`src/rtl/regfile_wb_arbiter.sv`:
```
// Write-back arbiter for the register file write port: merges LSU/ALU results,
// buffers them while the port is held, and answers forwarding lookups on pending writes.
module regfile_wb_arbiter #(
  parameter int XLEN  = 32,
  parameter int DEPTH = 4
) (
  input  logic                       clk,
  input  logic                       rst_n,
  input  logic                       alu_valid,
  output logic                       alu_ready,
  input  logic [4:0]                 alu_rd,
  input  logic [XLEN-1:0]            alu_data,
  input  logic                       lsu_valid,
  output logic                       lsu_ready,
  input  logic [4:0]                 lsu_rd,
  input  logic [XLEN-1:0]            lsu_data,
  input  logic                       wb_hold,
  output logic [4:0]                 rf_rd_addr,
  output logic [XLEN-1:0]            rf_rd_data,
  output logic                       rf_rd_we,
  input  logic [4:0]                 q1_addr,
  output logic                       q1_hit,
  output logic [XLEN-1:0]            q1_data,
  input  logic [4:0]                 q2_addr,
  output logic                       q2_hit,
  output logic [XLEN-1:0]            q2_data,
  output logic [$clog2(DEPTH):0]     pending
);

  localparam int AW = $clog2(DEPTH);
  localparam int CW = AW + 1;

  logic [4:0]      fifo_rd   [DEPTH];
  logic [XLEN-1:0] fifo_data [DEPTH];
  logic [AW-1:0]   rd_ptr, wr_ptr;
  logic [CW-1:0]   count;

  logic            not_full, empty;
  logic            lsu_acc, alu_acc;
  logic [4:0]      in_rd;
  logic [XLEN-1:0] in_data;
  logic            w_valid, do_pop, do_bypass, do_push;

  assign not_full  = (count < CW'(DEPTH));
  assign empty     = (count == '0);
  assign lsu_ready = not_full;
  assign alu_ready = not_full & ~lsu_valid;
  assign lsu_acc   = lsu_valid & lsu_ready;
  assign alu_acc   = alu_valid & alu_ready;
  assign in_rd     = lsu_acc ? lsu_rd : alu_rd;
  assign in_data   = lsu_acc ? lsu_data : alu_data;

  // Results aimed at x0 complete the handshake but never enter the write stream.
  assign w_valid   = (lsu_acc | alu_acc) && (in_rd != 5'd0);
  assign do_pop    = ~wb_hold & ~empty;
  assign do_bypass = ~wb_hold & empty & w_valid;
  assign do_push   = w_valid & ~do_bypass;
  assign pending   = count;

  always_ff @(posedge clk) begin
    if (!rst_n) begin
      rd_ptr     <= '0;
      wr_ptr     <= '0;
      count      <= '0;
      rf_rd_we   <= 1'b0;
      rf_rd_addr <= '0;
      rf_rd_data <= '0;
    end else begin
      if (do_push) wr_ptr <= wr_ptr + AW'(1);
      if (do_pop)  rd_ptr <= rd_ptr + AW'(1);
      count    <= count + CW'(do_push) - CW'(do_pop);
      rf_rd_we <= do_pop | do_bypass;
      if (do_pop) begin
        rf_rd_addr <= fifo_rd[rd_ptr];
        rf_rd_data <= fifo_data[rd_ptr];
      end else if (do_bypass) begin
        rf_rd_addr <= in_rd;
        rf_rd_data <= in_data;
      end
    end
  end

  always_ff @(posedge clk) begin
    if (do_push) begin
      fifo_rd[wr_ptr]   <= in_rd;
      fifo_data[wr_ptr] <= in_data;
    end
  end

  // Scan oldest to youngest so the last match (youngest write) wins.
  function automatic logic [XLEN:0] lookup(input logic [4:0] a);
    logic            hit;
    logic [XLEN-1:0] d;
    logic [AW-1:0]   idx;
    hit = 1'b0;
    d   = '0;
    if (rf_rd_we && rf_rd_addr == a) begin
      hit = 1'b1;
      d   = rf_rd_data;
    end
    for (int i = 0; i < DEPTH; i++) begin
      idx = rd_ptr + AW'(i);
      if (CW'(i) < count && fifo_rd[idx] == a) begin
        hit = 1'b1;
        d   = fifo_data[idx];
      end
    end
    if (a == 5'd0) begin
      hit = 1'b0;
      d   = '0;
    end
    return {hit, d};
  endfunction

  always_comb begin
    {q1_hit, q1_data} = lookup(q1_addr);
    {q2_hit, q2_data} = lookup(q2_addr);
  end

endmodule

```
`config.mk`:
```
export PLATFORM = sky130hd
export DESIGN_NAME = regfile_wb_arbiter
export DESIGN_NICKNAME = d
export VERILOG_FILES = /design/src/rtl/regfile_wb_arbiter.sv
export SDC_FILE = /design/constraint.sdc
export NUM_CORES = 1
export LEC_CHECK = 0
export ABC_AREA = 1
export CORE_MARGIN = 5
export CORE_UTILIZATION = 35
export DETAILED_ROUTE_END_ITERATION = 10
export PLACE_DENSITY = 0.52
export SYNTH_ARGS = -nofsm -noshare
export SYNTH_HDL_FRONTEND = slang
export SYNTH_SLANG_ARGS = --single-unit
```
`constraint.sdc`:
```
create_clock -name clk -period 9.5 [get_ports clk]
set_input_delay 0.95 -clock clk [delete_from_list [all_inputs] [get_ports clk]]
set_output_delay 0.95 -clock clk [all_outputs]
set_load 0.01 [all_outputs]
```
==> flow_metrics.tcl, run 1 <==
set metrics [dict create \
    outcome "finished, final reports clean" \
    dp_hpwl_um 39500 \
    min_period_ps 6820 \
    syn_area_mm2 0.0149 \
    ant_nets 0 \
    crit_required_ps 8550 \
    p_switching_mw 2.42 \
    synth.most_common_cell "nand2_1" \
    fillCellCount 4332 \
    yosys_register_bits 195 \
    root_buffer "clkbuf_16" \
    first_pass_iters 8 \
    yosys.area_share.simple_pct 28.3 \
    post_synth_inst_count 2220 \
    grt.overflow.total 0 \
    htree_levels 4 \
    crit_type "reg -> out" \
    start_kind "flop" \
    tightest_slew_ps 1180 \
    fin_nets 2405 \
    yosys_warnings 0 \
    postCtsSetupBuffers 0 \
    wl_per_cell_um 21.8 \
    grt_usage_pct 25.8 \
    power.leakage_nw 7.58 \
    multi_input_area_mm2 0.00819 \
    synth_edf_count 148 \
    clockBufferDepth 2 \
    place.gp.congestion 0.921 \
    clock_power_share_pct 15.3 \
    ys_top_cells_by_area "edfxtp_1, nand2_1, a21oi_1" \
    chipWidth_um 216 \
    synth_cell_type_count 43 \
    antenna_found_initial 0 \
    diodes 0 \
    synth_fa_ha_area_share_pct 0.806 \
    endpoint_kind "primary output" \
    numCtsBuffers 17 \
    portBuffers 197 \
    crit_fanout 58 \
    power_frac_comb_pct 56.7 \
    drive_gt1_share_pct 6.03 \
    slew_headroom_pct 21.2 \
    synth_top_family_by_area "simple AND/OR/NAND/NOR gates" \
    pwr_density_cell_mw_per_mm2 276 \
    placed_cells_incl_taps 2827 \
    clkLatencyLatePin_ps 460 \
    cts_tree "built" \
    async_flop_share_pct 0 \
    drt_iter0_markers 1531 \
    r2r-start "pending[2]" \
    ir_drop_uv 150 \
    initial_utilization_pct 35.5 \
    die_area_mm2 0.0468 \
    core_mm2 0.0420 \
    synth_compound_area_share_pct 20.6 \
    slew_viol_final 0 \
    grt_max_degree 75 \
    hp-start "wr_ptr[1]" \
    sw_frac_of_total_pct 49.5 \
    p_int_mw 2.47 \
    synth.top_cell.area_share_pct 29.8 \
    instances_no_fill 2859 \
    finalSetupViolCount 0 \
    syn_avg_cell_area_um2 6.71 \
    clock_sinks 195 \
    arrival_ps 5870 \
    area_delta_synth_final_pct 19.1 \
    fmax_mhz 147 \
    regArea_mm2 0.00539 \
    seq_area_frac_synth_pct 36.1 \
    holdBufCountCts 0 \
    rr_worst_depth 16 \
    power_frac_seq_pct 28.0 \
    critPathLaunch "rd_ptr[0]" \
    row_count 75 \
    endpoint "q1_data[20]" \
    hold_viol 0 \
    drcViolationCount 0 \
    synthXorXnorAreaFrac_pct 0.529 \
    grt_first_pass_wirelength_um 93900 \
    synthMuxAreaShare_pct 4.16 \
    period_share_pct 71.8 \
    die_h_um 216 \
    synth-main-ff-cell "edfxtp_1" \
    synth_common_cells "nand2_1, nor2_1, a21oi_1" \
    num_vias 16100 \
    final.setup.tns_ps 0 \
    hp-class "reg -> reg" \
    worst_r2r_endpoint "pending[2]" \
    clk_pin_slew_ps 80 \
    postRouteWirelength_um 62400 \
    maxCapViolCount 0 \
    yosysTopAreaCell "edfxtp_1" \
    fin_hold_ws_ps 532 \
    syn_nets 2318 \
    ctsResizeCount 0 \
    first_global_vias 15100 \
    ios 198 \
    grt_setup_unrepaired "false" \
    clock_skew_ps 9.16 \
    vias_per_cell 5.62 \
    r2r_slack_ps 5630 \
]
-- power by group through the flow --
stage          Combinational (mW)  Sequential [mW]  Clock [mW]
5_1_grt                      3.03             1.40       0.804
3_5_place_dp                 2.75             1.38           0
6_report                     2.78             1.37       0.750
4_1_cts                      2.76             1.37       0.765
2_1_floorplan                1.68             1.34           0
3_3_place_gp                 2.75             1.38           0
-- final cells by class --
class	count	area share, %
Tap cell	539	3.80
Sequential cell	195	30.4
Multi-Input combinational cell	1676	46.1
Clock inverter	15	0.930
Clock buffer	17	2.40
Inverter	190	4.03
Timing Repair Buffer	227	12.4
-- metrics by stage --
stage          instance area [um2]  worst slack [ps]  total power, mW  util [%]
2_1_floorplan                14900              5690             3.02         -
3_3_place_gp                 17200              3310             4.13      40.8
3_5_place_dp                 17200              3270             4.13      40.8
4_1_cts                      17700              2740             4.89      42.2
5_1_grt                      17700              2170             5.23      42.2
6_report                     17700              2680             4.89      42.2
-- per-layer routing --
layer,GRT usage [%],wire (um),vias to the layer above
met5,0,0,-
li1,-,-,7672
met2,42.2,28900,682
met1,35.5,27400,7610
met4,7.46,1420,0
met3,4.10,4700,98
-- state kept, by name, summed over array words and instances (netlist names), named ones only --
| signal | count |
|---|---|
| fifo_data | 128 |
| fifo_rd | 20 |
| pending | 3 |
| rd_ptr | 2 |
| rf_rd_addr | 5 |
| rf_rd_data | 32 |
| rf_rd_we | 1 |
| wr_ptr | 2 |
-- cell usage in the layout (no fill, tap or decap), types with 4 or more instances in the layout --
cell type and instances:
mux2i_1 26, clkdlybuf4s50_1 196, nor2_4 7, nor2_2 4, nand4_1 37, nand3_2 5
a31oi_1 12, inv_2 10, dfxtp_1 45, a21oi_1 204, ha_1 8, o21ai_1 59
inv_6 6, xor2_1 8, nand2_2 5, a221oi_1 5, nand2_1 605, mux2_2 32
nor2_1 236, o22ai_1 62, clkbuf_16 17, or2_2 7, nand3_1 123, o21ai_0 190
edfxtp_1 148, buf_4 30, a32o_1 25, inv_1 178
-- critical path, stage by stage, from the launching register on --
cell             delay, ps
dfxtp_4                770
inv_2                  310
nand2_4                500
nand2_2                630
nand2_1                240
o21ai_1                120
xor2_1                 190
nor2_2                 110
buf_4                  400
nand3_2                940
nand2_1                270
inv_1                   60
a21oi_1                190
clkdlybuf4s50_1        580
-- how the worst min path moves through the flow --
stage / to / slack, ps / cells after the start
finish: wr_ptr[1] / 530 / 2
global route: wr_ptr[1] / 600 / 2
floorplan: wr_ptr[1] / 490 / 2
detailed placement: wr_ptr[1] / 530 / 2
CTS: wr_ptr[1] / 540 / 2
global placement: wr_ptr[1] / 520 / 2
-- kinds of logic (layout without fill, tap and decap cells) --
group           Yosys count  in the layout
mux                      58             58
flops                   195            195
compound gates          563            563
fa+ha+maj                 9              9
buf+inv                 349            449
xor+xnor                  9              9
simple gates           1037           1037
No activity file was read; power rests on OpenSTA's default activity.
==> inputs of run 2 (changes only) <==
Settings changed: PLACE_DENSITY 0.52 to 0.54.
Clock period 9.5 ns to 6.2 ns, I/O delays scaled along.
==> flow_metrics.tcl, run 2 (synthesis results as in run 1) <==
set metrics [dict create \
    outcome "finished, final reports clean" \
    first_pass_iters 6 \
    fin_hold_ws_ps 542 \
    holdBufCountCts 0 \
    hold_viol 0 \
    slowest_delay_ps 720 \
    numCtsBuffers 17 \
    largest-register "fifo_data" \
    grt_first_pass_wirelength_um 92400 \
    tightest_slew_ps 1090 \
    portBuffers 197 \
    drive_gt1_share_pct 6.43 \
    cpMaxStageDelayCell "nor2_4" \
    placed_cells_incl_taps 2840 \
    vias_per_cell 5.61 \
    endpoint_kind "primary output" \
    diodes 0 \
    arrival_ps 4930 \
    postCtsSetupBuffers 0 \
    crit_fanout 43 \
    grt_usage_pct 25.3 \
    root_buffer "clkbuf_16" \
    min_period_ps 5550 \
    wl_per_cell_um 21.3 \
    num_vias 16100 \
    fmax_mhz 180 \
    grt_max_degree 89 \
    whs_path_depth 2 \
    htree_levels 4 \
    slew_headroom_pct 27.0 \
    ir_drop_uv 200 \
    instances_no_fill 2872 \
    core_mm2 0.0420 \
    cpMostUsedCell "nand2_1" \
    drt_iter0_markers 1473 \
    top_regs "fifo_data x128, rf_rd_data x32, fifo_rd x20" \
    slew_viol_final 0 \
    grt.overflow.total 0 \
    cts_tree "built" \
    start_kind "flop" \
    grt_setup_unrepaired "false" \
    ios 198 \
    hp-class "reg -> reg" \
    row_count 75 \
    postRouteWirelength_um 61000 \
    clk_pin_slew_ps 70 \
    layout_commonest_cell "nand2_1" \
    antenna_found_initial 0 \
    maxCapViolCount 0 \
    crit_chain "inv_2 > nand2_2 > buf_4 > nor2_1 > nor2_1 > nand2_1 > nand2_1 > nand2_1 > nor2_1 > nand2_1 > nor2_4 > buf_4 > nand2_1 > nand2_1 > inv_1 > a21oi_1 > clkdlybuf4s50_1" \
    multi_input_area_mm2 0.00819 \
    clock_skew_ps 11.1 \
    initial_utilization_pct 35.5 \
    pwr_density_cell_mw_per_mm2 423 \
    drcViolationCount 0 \
    place.gp.congestion 0.914 \
    crit_required_ps 5580 \
    power.leakage_nw 7.65 \
    first_global_vias 15300 \
    design_area_mm2 0.0179 \
    ctsResizeCount 0 \
    crit_type "reg -> out" \
    final_cell_mix "nand2_1, nor2_1, a21oi_1" \
    clockBufferDepth 2 \
    ant_nets 0 \
    final.setup.tns_ps 0 \
    die_area_mm2 0.0468 \
    die_h_um 216 \
    regArea_mm2 0.00539 \
    fin_nets 2418 \
    dp_hpwl_um 40500 \
    largest_reg_flops 128 \
    area_delta_synth_final_pct 19.9 \
    rr_worst_depth 10 \
    clock_sinks 195 \
    period_share_pct 89.6 \
    chipWidth_um 216 \
    fillCellCount 4295 \
    place_area_mm2 0.0173 \
    finalSetupViolCount 0 \
    clkLatencyLatePin_ps 450 \
]
## run 2: cell types whose count changed in the layout (fill, tap and decap cells not counted), moves of 2 or more
cell,previous run,this run
clkinv_1,1,4
bufinv_16,1,3
inv_8,3,0
clkinv_4,2,4
inv_6,6,1
buf_12,0,2
buf_4,30,41
## run 2: layer usage
layer / GRT usage [%] / up-vias / share of wire, %
li1: - / 7679 / -
met3: 4.35 / 99 / 8.5
met5: 0 / - / 0
met4: 7.42 / 0 / 2.4
met2: 41.1 / 789 / 45
met1: 34.7 / 7555 / 44
## run 2: critical path: cells and delay by family, from the launching register on
kind                   cells  cell delay [ps]
AOI/OAI and AO/OA          1              310
buffers and inverters      5             1800
DFF                        1              700
and+or+nand+nor           11             1640
## run 2: path summary, 6_finish.rpt
check                                start               to  slack [ps]
worst max-delay path             rd_ptr[0]      q1_data[20]         650
worst min-delay path             wr_ptr[1]        wr_ptr[1]         540
worst max register to register  pending[2]  fifo_data[0][9]        2030
worst min register to register   wr_ptr[1]        wr_ptr[1]         540
## run 2: layout make-up
class                   count  area share [%]
clock inverters            14           0.903
flip-flops and latches    195            30.2
repair buffers            240            13.0
inverters                 190            4.00
clock buffers              18            2.40
well taps                 539            3.77
multi-input cells        1676            45.8
## run 2: power by group
part	internal (mW)	total [mW]	switching, mW	leakage, nW
logic	1.45	4.28	2.84	5.61
registers	1.79	2.13	0.337	1.75
clock network	0.632	1.14	0.511	0.284
total	3.87	7.56	3.68	7.65
## run 2: stage by stage
stage | util [%] | total power, mW | setup WS [ps]
6_report | 42.5 | 7.56 | 646
4_1_cts | 42.5 | 7.54 | 730
2_1_floorplan | - | 4.63 | 2700
3_3_place_gp | 41.1 | 6.38 | 1280
3_5_place_dp | 41.1 | 6.39 | 1270
5_1_grt | 42.5 | 8.08 | 343
